[src/rtl/seg_capture.sv]
// seg_capture: reads back a multiplexed, active-low 7-segment display bus.
// Each digit pattern must be stable for STABLE_CYCLES samples before it is
// decoded into a hex nibble plus decimal-point flag, and frame_valid pulses
// once every digit position has been captured.
// Optional feature macro: SEG_CAPTURE_TIMEOUT_EN (abandons a partial frame
// after TIMEOUT cycles without a capture).
module seg_capture #(
  parameter int DIGITS        = 6,
  parameter int STABLE_CYCLES = 4,
  parameter int TIMEOUT       = 100000
) (
  input  logic                  clk,
  input  logic                  rst,
  input  logic [7:0]            seg_data,
  input  logic [DIGITS-1:0]     seg_sel,
  output logic [4*DIGITS-1:0]   hex_data,
  output logic [DIGITS-1:0]     dp_data,
  output logic [DIGITS-1:0]     digit_err,
  output logic                  frame_valid,
  output logic                  timeout
);

  typedef enum logic {SETTLE, HOLD} state_t;

  localparam logic [7:0] CntLast = 8'(STABLE_CYCLES - 1);

  // Out-of-range parameter combinations land in this intentionally empty block
  if (STABLE_CYCLES < 2 || STABLE_CYCLES > 255 || TIMEOUT < 2) begin : g_paramRangeViolation
  end

  logic [7:0]          r_segData;
  logic [DIGITS-1:0]   r_segSel;
  logic [7:0]          r_stableCnt;
  state_t              r_state;
  logic [4*DIGITS-1:0] r_hex;
  logic [DIGITS-1:0]   r_dp;
  logic [DIGITS-1:0]   r_err;
  logic [DIGITS-1:0]   r_seen;
  logic                r_frameValid;

  logic                w_match;
  logic [DIGITS-1:0]   w_lowSel;
  logic                w_selOneLow;
  logic                w_capture;
  logic [DIGITS-1:0]   w_capMask;
  logic                w_known;
  logic [3:0]          w_nibble;
  logic                w_timeoutHit;

  assign w_match     = (seg_data == r_segData) && (seg_sel == r_segSel);
  assign w_lowSel    = ~r_segSel;
  assign w_selOneLow = (w_lowSel != '0) && ((w_lowSel & (w_lowSel - DIGITS'(1))) == '0);
  assign w_capture   = (r_state == SETTLE) && w_match && (r_stableCnt == CntLast) && w_selOneLow;
  assign w_capMask   = w_capture ? w_lowSel : '0;

  // Inverse 7-segment decode of the registered pattern (bits 6:0, active low)
  always_comb begin
    w_known  = 1'b1;
    w_nibble = 4'h0;
    case (r_segData[6:0])
      7'h40: w_nibble = 4'h0;
      7'h79: w_nibble = 4'h1;
      7'h24: w_nibble = 4'h2;
      7'h30: w_nibble = 4'h3;
      7'h19: w_nibble = 4'h4;
      7'h12: w_nibble = 4'h5;
      7'h02: w_nibble = 4'h6;
      7'h78: w_nibble = 4'h7;
      7'h00: w_nibble = 4'h8;
      7'h10: w_nibble = 4'h9;
      7'h08: w_nibble = 4'hA;
      7'h03: w_nibble = 4'hB;
      7'h46: w_nibble = 4'hC;
      7'h21: w_nibble = 4'hD;
      7'h06: w_nibble = 4'hE;
      7'h0E: w_nibble = 4'hF;
      default: begin
        w_known  = 1'b0;
        w_nibble = 4'h0;
      end
    endcase
  end

  // Register the bus every cycle and count how long it has stayed unchanged
  always_ff @(posedge clk) begin
    if (rst) begin
      r_segData   <= 8'hFF;
      r_segSel    <= '1;
      r_stableCnt <= 8'd0;
    end else begin
      r_segData <= seg_data;
      r_segSel  <= seg_sel;
      if (!w_match)
        r_stableCnt <= 8'd0;
      else if (r_stableCnt != CntLast)
        r_stableCnt <= r_stableCnt + 8'd1;
    end
  end

  // Capture FSM: one capture per stable interval, written into the selected digit
  always_ff @(posedge clk) begin
    if (rst) begin
      r_state <= SETTLE;
      r_hex   <= '0;
      r_dp    <= '0;
      r_err   <= '0;
    end else begin
      case (r_state)
        SETTLE: if (w_capture) r_state <= HOLD;
        HOLD:   if (!w_match)  r_state <= SETTLE;
        default: r_state <= SETTLE;
      endcase
      for (int i = 0; i < DIGITS; i++) begin
        if (w_capMask[i]) begin
          r_hex[4*i +: 4] <= w_nibble;
          r_dp[i]         <= ~r_segData[7];
          r_err[i]        <= ~w_known;
        end
      end
    end
  end

  // Track which digits have been seen; pulse frame_valid the cycle after the set fills
  always_ff @(posedge clk) begin
    if (rst) begin
      r_seen       <= '0;
      r_frameValid <= 1'b0;
    end else begin
      r_frameValid <= &r_seen;
      r_seen       <= ((&r_seen) ? '0 : r_seen) | w_capMask;
      if (w_timeoutHit)
        r_seen <= '0;
    end
  end

`ifdef SEG_CAPTURE_TIMEOUT_EN
  localparam int IdleW = $clog2(TIMEOUT) + 1;
  localparam logic [IdleW-1:0] IdleLast = IdleW'(TIMEOUT - 1);

  logic [IdleW-1:0] r_idleCnt;
  logic             r_timeout;

  assign w_timeoutHit = !w_capture && (r_idleCnt == IdleLast);
  assign timeout      = r_timeout;

  // Idle counter abandons a partial frame after TIMEOUT cycles without a capture
  always_ff @(posedge clk) begin
    if (rst) begin
      r_idleCnt <= '0;
      r_timeout <= 1'b0;
    end else if (w_capture) begin
      r_idleCnt <= '0;
      r_timeout <= 1'b0;
    end else if (r_idleCnt == IdleLast) begin
      r_idleCnt <= '0;
      r_timeout <= 1'b1;
    end else begin
      r_idleCnt <= r_idleCnt + IdleW'(1);
      r_timeout <= 1'b0;
    end
  end
`else
  assign w_timeoutHit = 1'b0;
  assign timeout      = 1'b0;
`endif

  assign hex_data    = r_hex;
  assign dp_data     = r_dp;
  assign digit_err   = r_err;
  assign frame_valid = r_frameValid;

endmodule

[config.mk]
export PLATFORM = sky130hd
export DESIGN_NAME = seg_capture
export DESIGN_NICKNAME = d
export VERILOG_FILES = /design/src/rtl/seg_capture.sv
export SDC_FILE = /design/constraint.sdc
export NUM_CORES = 1
export LEC_CHECK = 0
export ABC_AREA = 0
export CAP_MARGIN = 20
export CORE_ASPECT_RATIO = 1.25
export CORE_MARGIN = 1
export CORE_UTILIZATION = 40
export DETAILED_ROUTE_END_ITERATION = 8
export DONT_BUFFER_PORTS = 1
export MAX_ROUTING_LAYER = met4
export PLACE_DENSITY_LB_ADDON = 0.3
export SYNTH_ARGS = -nofsm -noshare
export SYNTH_HDL_FRONTEND = slang
export SYNTH_SLANG_ARGS = --single-unit
[constraint.sdc]
create_clock -name clk -period 2.44 [get_ports clk]
set_clock_uncertainty 0.05 [all_clocks]
set_input_delay 0.366 -clock clk [delete_from_list [all_inputs] [get_ports clk]]
set_output_delay 0.366 -clock clk [all_outputs]
set_load 0.01 [all_outputs]
==> results of run 1 <==
==> state kept, by name (all words and copies together) (netlist names) <==
register	count
digit_err	6
dp_data	6
frame_valid	1
hex_data	24
r_seen	6
r_segData	8
r_segSel	6
r_stableCnt	8
r_state	1
==> power breakdown <==
group	internal [mW]	total [mW]	switching [mW]
clock network	0.492	0.888	0.397
logic	0.0619	0.124	0.0620
registers	1.09	1.11	0.0223
==> metal layers <==
layer | global-route usage (%) | share of wire, % | up-vias | wire length, µm
met1 | 21.6 | 44 | 1056 | 2820
met5 | - | 0 | - | 0
met3 | 5.43 | 5.4 | 6 | 347
li1 | - | - | 1110 | -
met4 | 6.18 | 1.1 | 0 | 74
met2 | 28.3 | 50 | 46 | 3230
==> placed cells by master, fill, tap and decap left out, drive strengths merged, types with 2 or more instances in the layout <==
cell type  instances
nor3               4
a21o               2
xor2               5
nand3b             2
xnor2             16
a31oi              4
o21bai             3
o2111ai           12
nor2b              2
nand3              7
nand2b            38
clkbuf            12
nor3b              3
a21oi             10
nand2             11
o21ai              5
inv                9
mux2i             37
and3               4
a211oi             2
nand4              5
nor2              14
clkinv             2
dfxtp             66
or2               15
nor4b              2
buf               10
==> area by class of cell <==
class,instances,area share [%]
clock inverter,3,1.17
tap,92,3.37
sequential,66,38.7
multi-input combinational,221,49.4
clock buffer,12,4.25
inverter,9,0.989
timing repair buffer,10,2.20
==> cell families (layout without fill, tap and decap cells) <==
kind of cell | Yosys count | after routing | synth area share, %
and+or+nand+nor | 115 | 115 | 22.2
DFF | 66 | 66 | 42.0
AOI/OAI and AO/OA | 46 | 46 | 13.1
muxes | 37 | 37 | 11.8
buffers and inverters | 30 | 34 | 4.50
xor gates and xnor gates | 21 | 21 | 5.85
adders and majority gates | 1 | 1 | 0.398
other | 1 | 1 | 0.119
==> stage by stage <==
step | total power [mW] | std cells | setup WS [ns] | cell area [µm²]
finish | 2.12 | 413 | 0.247 | 3420
global route | 2.21 | 413 | 0.00819 | 3420
CTS | 2.14 | 413 | 0.230 | 3420
detailed placement | 1.26 | 398 | 0.225 | 3230
global placement | 1.26 | 398 | 0.275 | 3230
floorplan | 1.25 | 317 | 0.418 | 3140
==> final timing paths <==
| kind | startpoint | end | slack (ns) | cells after the start |
|---|---|---|---|---|
| hold reg to reg | r_seen[4] | r_seen[4] | 0.40 | 2 |
| hold / removal | rst | r_seen[5] | 0.07 | 1 |
| setup reg to reg | r_stableCnt[0] | dp_data[3] | 0.25 | 7 |
| setup / recovery | r_stableCnt[0] | dp_data[3] | 0.25 | 7 |
==> metrics.md, run 1 <==
| Metric | Value |
|---|---|
| Worst Path Max Fanout | `6` |
| Number of clock sinks | `66` |
| Post-cts gate resize count | `0` |
| WL final | `6480 µm` |
| Clk buf depth | `2` |
| Share of layout cells above drive strength 1 | `15.6%` |
| Initial antenna violation count | `0` |
| Postcts setup bufs | `0` |
| Hpwl dp | `4700 µm` |
| DRT antenna net count | `0` |
| Req. time, crit path | `2.60 ns` |
| Primary FF master, synth | `dfxtp_1` |
| Crit path arrival time | `2.36 ns` |
| CTS Root Cell | `clkbuf_8` |
| Largest delay share family, worst path | `simple AND/OR/NAND/NOR gates` |
| Die Wd | `81.3 µm` |
| Worst setup EP type | `flop` |
| Clock-pin slew of the registers on the worst-case setup and hold paths | `0.07 ns` |
| DRC violation count after routing | `0` |
| P&R area growth vs syn | `8.67%` |
| Final Util | `45.6%` |
| Total die area | `0.00822 mm²` |
| FP Rows | `35` |
| GRT Resource Usage Total | `18.0%` |
| Port-buffer cells | `0` |
| Fmax | `456 MHz` |
| Crit path buf inv count | `1` |
| P_leak | `1.45 nW` |
| Worst vdd ir | `0.000388 V` |
| Area taken by multi-input logic gates | `0.00169 mm²` |
| Slew HR | `59.6%` |
| Max Cap Viol | `0` |
| Vias in the first global route | `2246` |
| Crit path launch type | `flop` |
| Gate Count Post-Synth | `317` |
| Synthesized Nets | `334` |
| Io pins | `54` |
| Routed length per instance | `15.7 µm` |
| Largest net degree at the start of global routing | `66` |
| Insertion delay to the later sink of the worst-skew pair | `0.34 ns` |
| CTS buffer count | `9` |
| Min Tclk post-route | `2.19 ns` |
| First-pass GRT wire length | `10900 µm` |
| H-Tree Depth | `3` |
| Routed vias/inst | `5.37` |
| Final Hold Fails | `0` |
| Ys Warns | `0` |
| Post-synthesis sequential area ratio | `42.0%` |
| GP Congestion | `0.763` |
| Final Slew Violations | `0` |
| Top-count cell post-synth | `dfxtp_1` |
| Initial core utilization | `42.0%` |
| Status | `finished, final reports clean` |
| EDFF count, synth | `0` |
| 1st-pass router iterations | `4` |
| HP Class | `in -> reg` |
| RSZ-0062 raised after global routing | `no` |
| CTS tree | `yes` |
| N_diodes | `0` |
| Core region area | `0.00749 mm²` |
| FFs w/ async S/R, synth | `0%` |
| Top cells by area, synth | `dfxtp_1, mux2i_1, nand2b_1, xnor2_1, or2_2` |
| Fillers | `703` |
| Grt ovf | `0` |
| Period Utilization, post-route | `89.9%` |
| Cell area after synthesis | `0.00314 mm²` |
| Register area | `0.00132 mm²` |
| Actual slew at the worst max-slew pin | `0.598 ns` |
| Vias | `2218` |
| Hold Worst Slack | `0.0731 ns` |
| Iter 0 DRT Violations | `96` |
| Post-CTS Hold Buffers | `0` |
| Die Y | `101 µm` |
| TNS Setup | `0 ns` |
| Power per cell area | `622 mW/mm²` |
| Slowest CP cell | `dfxtp_1` |
| Critical path class | `reg -> reg` |
| # setup viols final | `0` |
| CP Cell Sequence | `ha_1, nor4b_1, nand2_1, nor3_4, buf_4, o2111ai_1, mux2i_1` |
| Critical path's largest stage delay | `0.41 ns` |
| Distinct cells, synth | `50` |
| Largest area contributor in the netlist | `dfxtp_1` |
| Post-synth top cells | `dfxtp_1, nand2b_1, mux2i_1, xnor2_1, or2_2` |
| Share of the synthesized area in the top cell type | `42.0%` |
| Syn_area_per_cell | `9.92 µm²` |
| Seq cells post-synth | `66` |
| Fin nets | `334` |
Power figures use the tool's default switching activity.
==> run 2: changes to the inputs <==
--- a/config.mk
+++ b/config.mk
@@ -10,10 +10,11 @@
 export CORE_ASPECT_RATIO = 1.25
 export CORE_MARGIN = 1
 export CORE_UTILIZATION = 40
+export CTS_CLUSTER_SIZE = 16
 export DETAILED_ROUTE_END_ITERATION = 8
 export DONT_BUFFER_PORTS = 1
 export MAX_ROUTING_LAYER = met4
-export PLACE_DENSITY_LB_ADDON = 0.3
+export PLACE_DENSITY = 0.63
 export SYNTH_ARGS = -nofsm -noshare
 export SYNTH_HDL_FRONTEND = slang
 export SYNTH_SLANG_ARGS = --single-unit
==> metrics.md, run 2 (same netlist as run 1, synthesis figures left out) <==
| Metric | Value |
|---|---|
| Status | `finished, final reports clean` |
| N_diodes | `0 (unchanged)` |
| Share of layout cells above drive strength 1 | `16.7% (+1.1 points)` |
| Vias in the first global route | `2146 (-4.5%)` |
| Flop pwr share | `54.2% (+1.9 points)` |
| Commonest non-fill, non-tap cell in the layout | `dfxtp_1` |
| First-pass GRT wire length | `10600 µm (-2.7%)` |
| Initial core utilization | `42.0% (unchanged)` |
| Worst setup EP type | `flop` |
| Period Utilization, post-route | `88.5% (-1.4 points)` |
| 1st-pass router iterations | `5 (+1)` |
| R2R Setup Slk | `0.28 ns (+0.03 ns)` |
| FP Rows | `35 (unchanged)` |
| Power per cell area | `598 mW/mm² (-3.9%)` |
| Busiest layer in global routing | `met2` |
| P_leak | `1.45 nW (+0.47%)` |
| HP Class | `in -> reg` |
| Routed length per instance | `15.5 µm (-1.4%)` |
| Final Util | `45.7% (+0.084 points)` |
| Crit path capture | `hex_data[7]` |
| Cell area after layout | `0.00342 mm² (+0.18%)` |
| Net Sw Frac | `23.4% (+0.80 points)` |
| Req. time, crit path | `2.60 ns (about the same)` |
| Switching Power | `480 µW (-0.28%)` |
| Initial antenna violation count | `0 (unchanged)` |
| Final Hold Fails | `0 (unchanged)` |
| Final Slew Violations | `0 (unchanged)` |
| Largest net degree at the start of global routing | `66 (unchanged)` |
| Fin nets | `336 (+0.60%)` |
| H-Tree Depth | `3 (unchanged)` |
| Worst vdd ir | `0.000415 V (+6.8%)` |
| Vias | `2238 (+0.90%)` |
| GP Congestion | `0.748 (-1.9%)` |
| Critical path class | `reg -> reg` |
| Die Wd | `81.3 µm (unchanged)` |
| Grt ovf | `0 (unchanged)` |
| Min Tclk post-route | `2.16 ns (-0.0335 ns)` |
| WL final | `6410 µm (-0.94%)` |
| P&R area growth vs syn | `8.87%` |
| Crit path arrival time | `2.32 ns (-0.04 ns)` |
| Commonest non-fill, non-tap cells in the layout | `dfxtp_1, nand2b_1, mux2i_1, xnor2_1, or2_2` |
| R2R Path End | `hex_data[7]` |
| Worst Path Max Fanout | `7 (+1)` |
| R2R depth | `7 (unchanged)` |
| Clock network fraction of total power | `39.6% (-2.2 points)` |
| # setup viols final | `0 (unchanged)` |
| Met2 Usage GRT | `26.3% (-2.1 points)` |
| Actual slew at the worst max-slew pin | `0.493 ns (-0.104 ns)` |
| GRT Resource Usage Total | `17.6% (-0.39 points)` |
| CTS Root Cell | `clkbuf_8` |
| Clk buf depth | `2 (unchanged)` |
| Crit. Startpoint | `r_stableCnt[0]` |
| Insertion delay to the later sink of the worst-skew pair | `0.33 ns (about the same)` |
| Comb pwr share | `6.2% (+0.4 points)` |
| DRC violation count after routing | `0 (unchanged)` |
| Max Cap Viol | `0 (unchanged)` |
| CTS tree | `yes` |
| Iter 0 DRT Violations | `105 (+9.4%)` |
| Clock-pin slew of the registers on the worst-case setup and hold paths | `0.07 ns (about the same)` |
| Slew HR | `66.6% (+7.1 points)` |
| TNS Setup | `0 ns (unchanged)` |
| Die Y | `101 µm (unchanged)` |
| Hpwl dp | `4480 µm (-4.7%)` |
| Port-buffer cells | `0 (unchanged)` |
| Core region area | `0.00749 mm² (unchanged)` |
| Total die area | `0.00822 mm² (unchanged)` |
| Fmax | `463 MHz (+1.6%)` |
| Io pins | `54 (unchanged)` |
| RR Startpoint | `r_stableCnt[0]` |
| Max reg flops | `24 (unchanged)` |
| Routed vias/inst | `5.39 (+0.42%)` |
| Number of clock sinks | `66 (unchanged)` |
| P_int | `1.57 mW (-4.7%)` |
| Area after DPL | `0.00324 mm² (+0.23%)` |
| GRT met3 Usage | `5.34% (-0.090 points)` |
| Crit path launch type | `flop` |
| CTS buffer count | `9 (unchanged)` |
| M1 GR Usage | `21.3% (-0.29 points)` |
| RSZ-0062 raised after global routing | `no` |
| DRT antenna net count | `0 (unchanged)` |
[run 2: worst min-delay path by stage]
stage / endpoint / cells after the start / startpoint
floorplan: r_seen[4] / 2 / r_seen[4]
global placement: r_seen[0] / 2 / r_seen[0]
detailed placement: r_seen[3] / 2 / r_seen[3]
CTS: r_seen[4] / 1 / rst
global route: r_seen[3] / 1 / rst
finish: r_seen[3] / 1 / rst
[run 2: power groups by stage]
stage | clock network, mW | logic [mW] | registers [mW]
global placement | 0 | 0.126 | 1.13
detailed placement | 0 | 0.127 | 1.13
floorplan | 0 | 0.122 | 1.12
CTS | 0.837 | 0.127 | 1.11
global route | 0.875 | 0.139 | 1.11
finish | 0.810 | 0.126 | 1.11
[run 2: timing repair]
item                       4_1_cts  5_1_grt
resized for setup                0        1
hold buffers                     0        0
buffers inserted                 0        1
setup endpoints to repair        0        3
[run 2: metal layers]
metal | vias up | routed length (µm)
met3 | 10 | 348
li1 | 1106 | -
met4 | 0 | 125
met1 | 1074 | 2810
met5 | - | 0
met2 | 48 | 3130
[run 2: per-stage QoR]
stage	hold slack, ns	cells	setup slack, ns	total power, mW
CTS	0.0268	414	0.220	2.07
floorplan	0.382	317	0.418	1.25
finish	0.0802	415	0.281	2.05
detailed placement	0.390	399	0.224	1.26
global route	0.0335	415	0.0456	2.13
global placement	0.387	399	0.287	1.26
[run 2: worst max-delay path, cell delays in order (launching register included)]
cell and delay (ns):
dfxtp_1 0.41, ha_1 0.25, nor4b_2 0.20, nand2_1 0.18, nor3_4 0.34, buf_4 0.20
o2111ai_1 0.22, mux2i_1 0.17
[run 2: area by class of cell]
cell class,instances,area (µm²)
fillers,734,4070
multi-input cells,221,1690
flip-flops and latches,66,1320
clock buffers,12,155
well taps,92,115
repair buffers,12,90.1
inverters,9,33.8
clock inverters,3,15.0
